==> src/rtl/bcd_pkg.sv <==
// Shared BCD digit type, digit limits and single-digit step helpers
// used by every decimal register in the stopwatch/clock datapath.
package bcd_pkg;

  typedef logic [3:0] bcd_digit_t;

  localparam bcd_digit_t BCD_MAX  = 4'd9;
  localparam bcd_digit_t BCD_ZERO = 4'd0;

  // Returns {carry, next_digit}; carry marks that the digit sat at its max and wrapped to zero.
  function automatic logic [4:0] bcd_inc(input bcd_digit_t d, input bcd_digit_t max_val);
    logic [4:0] r;
    if (d >= max_val) r = {1'b1, BCD_ZERO};
    else              r = {1'b0, d + 4'd1};
    return r;
  endfunction

  // Returns {borrow, next_digit}; borrow marks that the digit sat at zero and wrapped to max.
  function automatic logic [4:0] bcd_dec(input bcd_digit_t d, input bcd_digit_t max_val);
    logic [4:0] r;
    if (d == BCD_ZERO) r = {1'b1, max_val};
    else               r = {1'b0, d - 4'd1};
    return r;
  endfunction

endpackage

==> src/rtl/bcd_digit.sv <==
// One BCD digit with enable, up/down direction, a programmable max value
// and a synchronous load that takes priority over counting.
module bcd_digit
  import bcd_pkg::*;
(
  input  logic       clk,
  input  logic       rst,
  input  logic       en,
  input  logic       up,
  input  logic       load,
  input  bcd_digit_t load_val,
  input  bcd_digit_t max_val,
  output bcd_digit_t digit,
  output logic       at_max,
  output logic       at_zero
);

  bcd_digit_t next_up;
  bcd_digit_t next_dn;

  // The carry/borrow bits double as terminal flags for the parent.
  assign {at_max,  next_up} = bcd_inc(digit, max_val);
  assign {at_zero, next_dn} = bcd_dec(digit, max_val);

  always_ff @(posedge clk or negedge rst) begin
    if (!rst) begin
      digit <= BCD_ZERO;
    end else if (load) begin
      digit <= load_val;
    end else if (en) begin
      digit <= up ? next_up : next_dn;
    end
  end

endmodule

==> src/rtl/bcd_mod_counter.sv <==
// Two-digit BCD up/down counter with range 0..MODULUS-1 and a combinational
// carry/borrow output that enables the next stage on the same clock edge.
module bcd_mod_counter
  import bcd_pkg::*;
#(
  parameter int MODULUS = 100
) (
  input  logic       clk,
  input  logic       rst,
  input  logic       add,
  input  logic       sub,
  input  logic       hold,
  output logic [3:0] low,
  output logic [3:0] high,
  output logic       cout
);

  localparam int         LAST       = MODULUS - 1;
  localparam bcd_digit_t TENS_LAST  = bcd_digit_t'(LAST / 10);
  localparam bcd_digit_t UNITS_LAST = bcd_digit_t'(LAST % 10);

  logic       inc;
  logic       dec;
  logic       low_max;
  logic       low_zero;
  logic       high_max;
  logic       high_zero;
  logic       at_last;
  logic       at_first;
  logic       wrap_up;
  logic       wrap_dn;
  logic       units_en;
  logic       tens_en;
  bcd_digit_t units_load_val;
  bcd_digit_t tens_load_val;

  assign inc = ~hold & add & ~sub;
  assign dec = ~hold & sub & ~add;

  // Terminal value is checked on both digits because the units digit of
  // MODULUS-1 need not be 9 (e.g. 44 for MODULUS 45).
  assign at_last  = high_max & (low == UNITS_LAST);
  assign at_first = high_zero & low_zero;

  assign wrap_up = inc & at_last;
  assign wrap_dn = dec & at_first;
  assign cout    = wrap_up | wrap_dn;

  assign units_en = inc | dec;
  assign tens_en  = (inc & low_max) | (dec & low_zero);

  // Wraps are loaded directly so both digits land on 00 or MODULUS-1 together.
  assign units_load_val = wrap_dn ? UNITS_LAST : BCD_ZERO;
  assign tens_load_val  = wrap_dn ? TENS_LAST  : BCD_ZERO;

  bcd_digit u_units (
    .clk      (clk),
    .rst      (rst),
    .en       (units_en),
    .up       (inc),
    .load     (cout),
    .load_val (units_load_val),
    .max_val  (BCD_MAX),
    .digit    (low),
    .at_max   (low_max),
    .at_zero  (low_zero)
  );

  bcd_digit u_tens (
    .clk      (clk),
    .rst      (rst),
    .en       (tens_en),
    .up       (inc),
    .load     (cout),
    .load_val (tens_load_val),
    .max_val  (TENS_LAST),
    .digit    (high),
    .at_max   (high_max),
    .at_zero  (high_zero)
  );

endmodule

==> config.mk <==
export PLATFORM = sky130hd
export DESIGN_NAME = bcd_mod_counter
export DESIGN_NICKNAME = d
export VERILOG_FILES = /design/src/rtl/bcd_pkg.sv /design/src/rtl/bcd_digit.sv /design/src/rtl/bcd_mod_counter.sv
export SDC_FILE = /design/constraint.sdc
export NUM_CORES = 1
export LEC_CHECK = 0
export CAP_MARGIN = 10
export CORE_MARGIN = 2
export CORE_UTILIZATION = 45
export CTS_CLUSTER_DIAMETER = 60
export DETAILED_ROUTE_END_ITERATION = 6
export PLACE_DENSITY = 0.69
export SETUP_SLACK_MARGIN = 0.2
export SYNTH_ARGS = -nofsm -noshare
export SYNTH_HDL_FRONTEND = slang
export SYNTH_SLANG_ARGS = --single-unit
==> constraint.sdc <==
create_clock -name clk -period 2.7 [get_ports clk]
set_input_delay 0.54 -clock clk [delete_from_list [all_inputs] [get_ports clk]]
set_output_delay 0.54 -clock clk [all_outputs]
set_load 0.02 [all_outputs]
==> results.py <==
metrics = {
    "cts": {
        "cts-root-buf": "sky130_fd_sc_hd__clkbuf_4",
        "total_cts_buffers": 3,
        "clock_sink_count": 8,
        "skew_pair_late_insertion_delay_ns": 0.25,
        "clock_path_buffers": 2,
        "path_clk_slew_ns": 0.05,
        "h-tree-depth": 1,
        "cts.hold.buffers_added": 0,
        "clock_tree_from_tritoncts": "built",
        "cts_post_setup_buffers_inserted": 0,
    },
    "run_status": {
        "status": "finished clean",
    },
    "route": {
        "drtPass1Iterations": 4,
        "average_detailed_routed_wire_length_per_instance_um": 14.1,
        "final_antenna_net_count": 0,
        "drt-initial-drc-count": 11,
        "detailroute.via_count": 745,
        "vias_per_cell": 5.96,
        "drt-total-wl_mm": 1.76,
        "drcViolationCount": 0,
    },
    "min_path": {
        "hold_path_class": "in2async",
    },
    "power": {
        "p_comb_share_pct": 62.9,
        "internal_power_mw": 0.511,
        "ir_drop_mv": 0.662,
        "power.leakage_nw": 0.405,
        "powerDensity_nw_per_um2": 981,
        "p_seq_share_pct": 28.2,
        "netSwitchingFraction_pct": 46.7,
        "power.share.clock_pct": 8.9,
        "p_switching_mw": 0.448,
    },
    "global_routing": {
        "gr-total-overflow": 0,
        "number_of_antenna_violations_at_the_first_check_in_global_routing": 0,
        "first_global_vias": 699,
        "met2_usage_in_global_routing_pct": 29.3,
        "grt.met3_usage_pct": 0.816,
        "first_pass_grt_wire_length_mm": 3.09,
        "grt_start_max_net_pins": 11,
        "globalRoute.busiestLayer": "met1",
        "fraction_of_met1_tracks_used_by_global_routing_pct": 32.9,
        "gr-usage-all-layers_pct": 21.0,
    },
    "timing": {
        "worst_clock_skew_ns": 0.00215,
        "max_clock_freq_mhz": 413,
        "finalWorstSetupSlack_ns": 0.280,
        "tightest_slew_ns": 0.460,
        "hold_viol_final": 0,
        "grt_setup_unrepaired": "no",
        "setup_viol": 0,
        "hold_slack_final_ns": 0.552,
        "min_cycle_time_layout_ns": 2.42,
        "max_slew_headroom_pct": 69.2,
        "slew_violations": 0,
        "finalCritPeriodShare_pct": 89.6,
    },
    "logic_synthesis": {
        "yosysSeqAreaShare_pct": 26.9,
        "synth.ff_latch_count": 8,
        "netlist.top_cell.by_area": "sky130_fd_sc_hd__dfrtp_1",
        "synth-compound-area-share_pct": 27.2,
        "syn-num-nets": 98,
        "yosys.cell_types.count": 37,
        "synth_area_in_xor_xnor_pct": 1.18,
        "synth_top_cell_area_share_pct": 26.9,
        "post_synth_inst_count": 87,
        "yosys.area_share.adder_pct": 10.1,
        "ys_top_cells_by_area": "sky130_fd_sc_hd__dfrtp_1 27%, sky130_fd_sc_hd__ha_1 10%, sky130_fd_sc_hd__a21oi_1 4.0%",
        "synth.avg_cell_area_sq_um": 8.56,
        "post_synth_mux_area_share_pct": 0,
        "synth_top_family_by_area": "simple AND/OR/NAND/NOR gates",
        "yosysWarnings": 0,
        "synth_area_sq_um": 744,
        "synth-simple-area-share_pct": 28.4,
    },
    "finish": {
        "drive_above_1_share_pct": 22.0,
        "antenna_cells": 0,
        "final.fill_count": 135,
        "area_growth_pct": 31.3,
        "nNetsFinal": 122,
    },
    "place": {
        "globalplace.congestion": 0.818,
        "dp_worst_setup_slack_ns": -0.210,
        "dp_hpwl_mm": 1.36,
        "port_buffers": 13,
    },
    "critical_path": {
        "worst-endpoint-required_ns": 2.16,
        "worst_r2r_setup_slack_ns": 0.69,
        "r2r_end": "u_tens.digit[2]",
        "timing.setup.critical_path_class": "in2out",
        "r2r.worst_path.cells": 7,
        "start_kind": "input pin",
        "worstReg2RegStart": "u_units.digit[0]",
        "cp.arrival_ns": 1.88,
        "timing.critical_path.fanout_max": 3,
        "critPathCaptureType": "primary output",
    },
    "die": {
        "ios": 14,
        "dieHeight_um": 44.7,
        "core.rowCount": 14,
        "floorplan.initialDensity_pct": 48.9,
        "die_w_um": 44.7,
        "dieArea_sq_um": 2000,
        "coreArea_sq_um": 1520,
    },
    "flow_run": {
        "drv_cap": 0,
    },
}
-- worst max-delay path by stage --
stage,from,end,cells after the start
2_1_floorplan,u_tens.digit[0],cout,5
3_3_place_gp,sub,cout,5
3_5_place_dp,sub,cout,5
4_1_cts,u_tens.digit[0],cout,6
5_1_grt,u_tens.digit[0],cout,6
6_report,hold,cout,5
-- final cells by class --
| type | count | area [sq um] | share of cell area, % |
|---|---|---|---|
| Timing Repair Buffer | 22 | 193 | 19.7 |
| Clock buffer | 3 | 22.5 | 2.30 |
| Tap cell | 16 | 20.0 | 2.05 |
| Multi-Input combinational cell | 69 | 515 | 52.8 |
| Sequential cell | 8 | 200 | 20.5 |
| Inverter | 7 | 26.3 | 2.69 |
-- placed cells by master, fill, tap and decap left out, drive strengths merged, types with 2 or more instances in the layout --
cell            n
a31oi           4
and2            2
nor2            7
a21oi           6
nor3            2
o21ai           4
o22ai           3
clkdlybuf4s50  12
nand3           7
buf            10
nor3b           5
or3b            3
dfrtp           8
nand2           4
inv             7
ha              6
clkbuf          3
o31ai           2
-- worst max-delay path, stage by stage --
cell and delay [ns]:
sky130_fd_sc_hd__clkdlybuf4s50_1 0.49, sky130_fd_sc_hd__nor3b_4 0.25, sky130_fd_sc_hd__nand3_2 0.12, sky130_fd_sc_hd__o31ai_2 0.27, sky130_fd_sc_hd__buf_2 0.21
-- timing repair --
| action | 4_1_cts | 5_1_grt |
|---|---|---|
| setup endpoints to repair | 1 | 1 |
| resized for setup | 7 | 2 |
| gates cloned | 0 | 0 |
-- layer usage --
layer,vias up,part of all wire [%],wire length (um)
met5,-,0,0
met4,0,1.4,25
met3,2,3.6,64
met2,18,42,747
met1,347,52,924
li1,378,-,-
-- cell families after synthesis --
| kind of cell | Yosys count |
|---|---|
| buf+inv | 10 |
| flops | 8 |
| simple gates | 33 |
| xor+xnor | 1 |
| fa+ha+maj | 6 |
| compound gates | 29 |
-- registers in the layout, indices dropped and copies added, names as in the netlist --
signal,flops
u_tens.digit,4
u_units.digit,4
-- synthesized netlist by cell type --
cell                        n
sky130_fd_sc_hd__a21oi_1    6
sky130_fd_sc_hd__a2bb2oi_1  1
sky130_fd_sc_hd__a311o_1    1
sky130_fd_sc_hd__a31oi_1    4
sky130_fd_sc_hd__a32oi_1    1
sky130_fd_sc_hd__and2_1     2
sky130_fd_sc_hd__and4bb_2   1
sky130_fd_sc_hd__buf_2      1
sky130_fd_sc_hd__buf_6      1
sky130_fd_sc_hd__clkbuf_1   1
sky130_fd_sc_hd__dfrtp_1    8
sky130_fd_sc_hd__ha_1       6
sky130_fd_sc_hd__inv_1      7
sky130_fd_sc_hd__nand2_1    4
sky130_fd_sc_hd__nand3_1    6
sky130_fd_sc_hd__nand3_2    1
sky130_fd_sc_hd__nand4b_1   1
sky130_fd_sc_hd__nor2_1     7
sky130_fd_sc_hd__nor3_1     2
sky130_fd_sc_hd__nor3b_1    3
sky130_fd_sc_hd__nor3b_2    1
sky130_fd_sc_hd__nor3b_4    1
sky130_fd_sc_hd__nor4_1     1
sky130_fd_sc_hd__o211a_1    1
sky130_fd_sc_hd__o21ai_0    3
sky130_fd_sc_hd__o21ai_2    1
sky130_fd_sc_hd__o21bai_1   1
sky130_fd_sc_hd__o221ai_1   1
sky130_fd_sc_hd__o22a_1     1
sky130_fd_sc_hd__o22ai_1    3
sky130_fd_sc_hd__o2bb2ai_1  1
sky130_fd_sc_hd__o31ai_1    2
sky130_fd_sc_hd__o32a_1     1
sky130_fd_sc_hd__o32ai_1    1
sky130_fd_sc_hd__or3b_1     1
sky130_fd_sc_hd__or3b_2     2
sky130_fd_sc_hd__xnor2_1    1
-- power by group through the flow --
stage | Combinational, mW | Sequential [mW] | Clock (mW)
after global routing | 0.669 | 0.282 | 0.0918
final | 0.603 | 0.271 | 0.0853
after global placement | 0.589 | 0.266 | 0
after detailed placement | 0.590 | 0.268 | 0
after CTS | 0.596 | 0.268 | 0.0918
after floorplan | 0.328 | 0.300 | 0
-- stage by stage --
step	std cells	total power [mW]	utilization, %	instance area, sq um	TNS (ns)
floorplan	87	0.629	-	744	0
global placement	122	0.855	61.8	942	-0.167
detailed placement	122	0.858	61.8	942	-0.210
CTS	125	0.956	63.6	970	0
global route	125	1.04	64.1	977	0
finish	125	0.959	64.1	977	0
(Power assumes the default switching activity.)
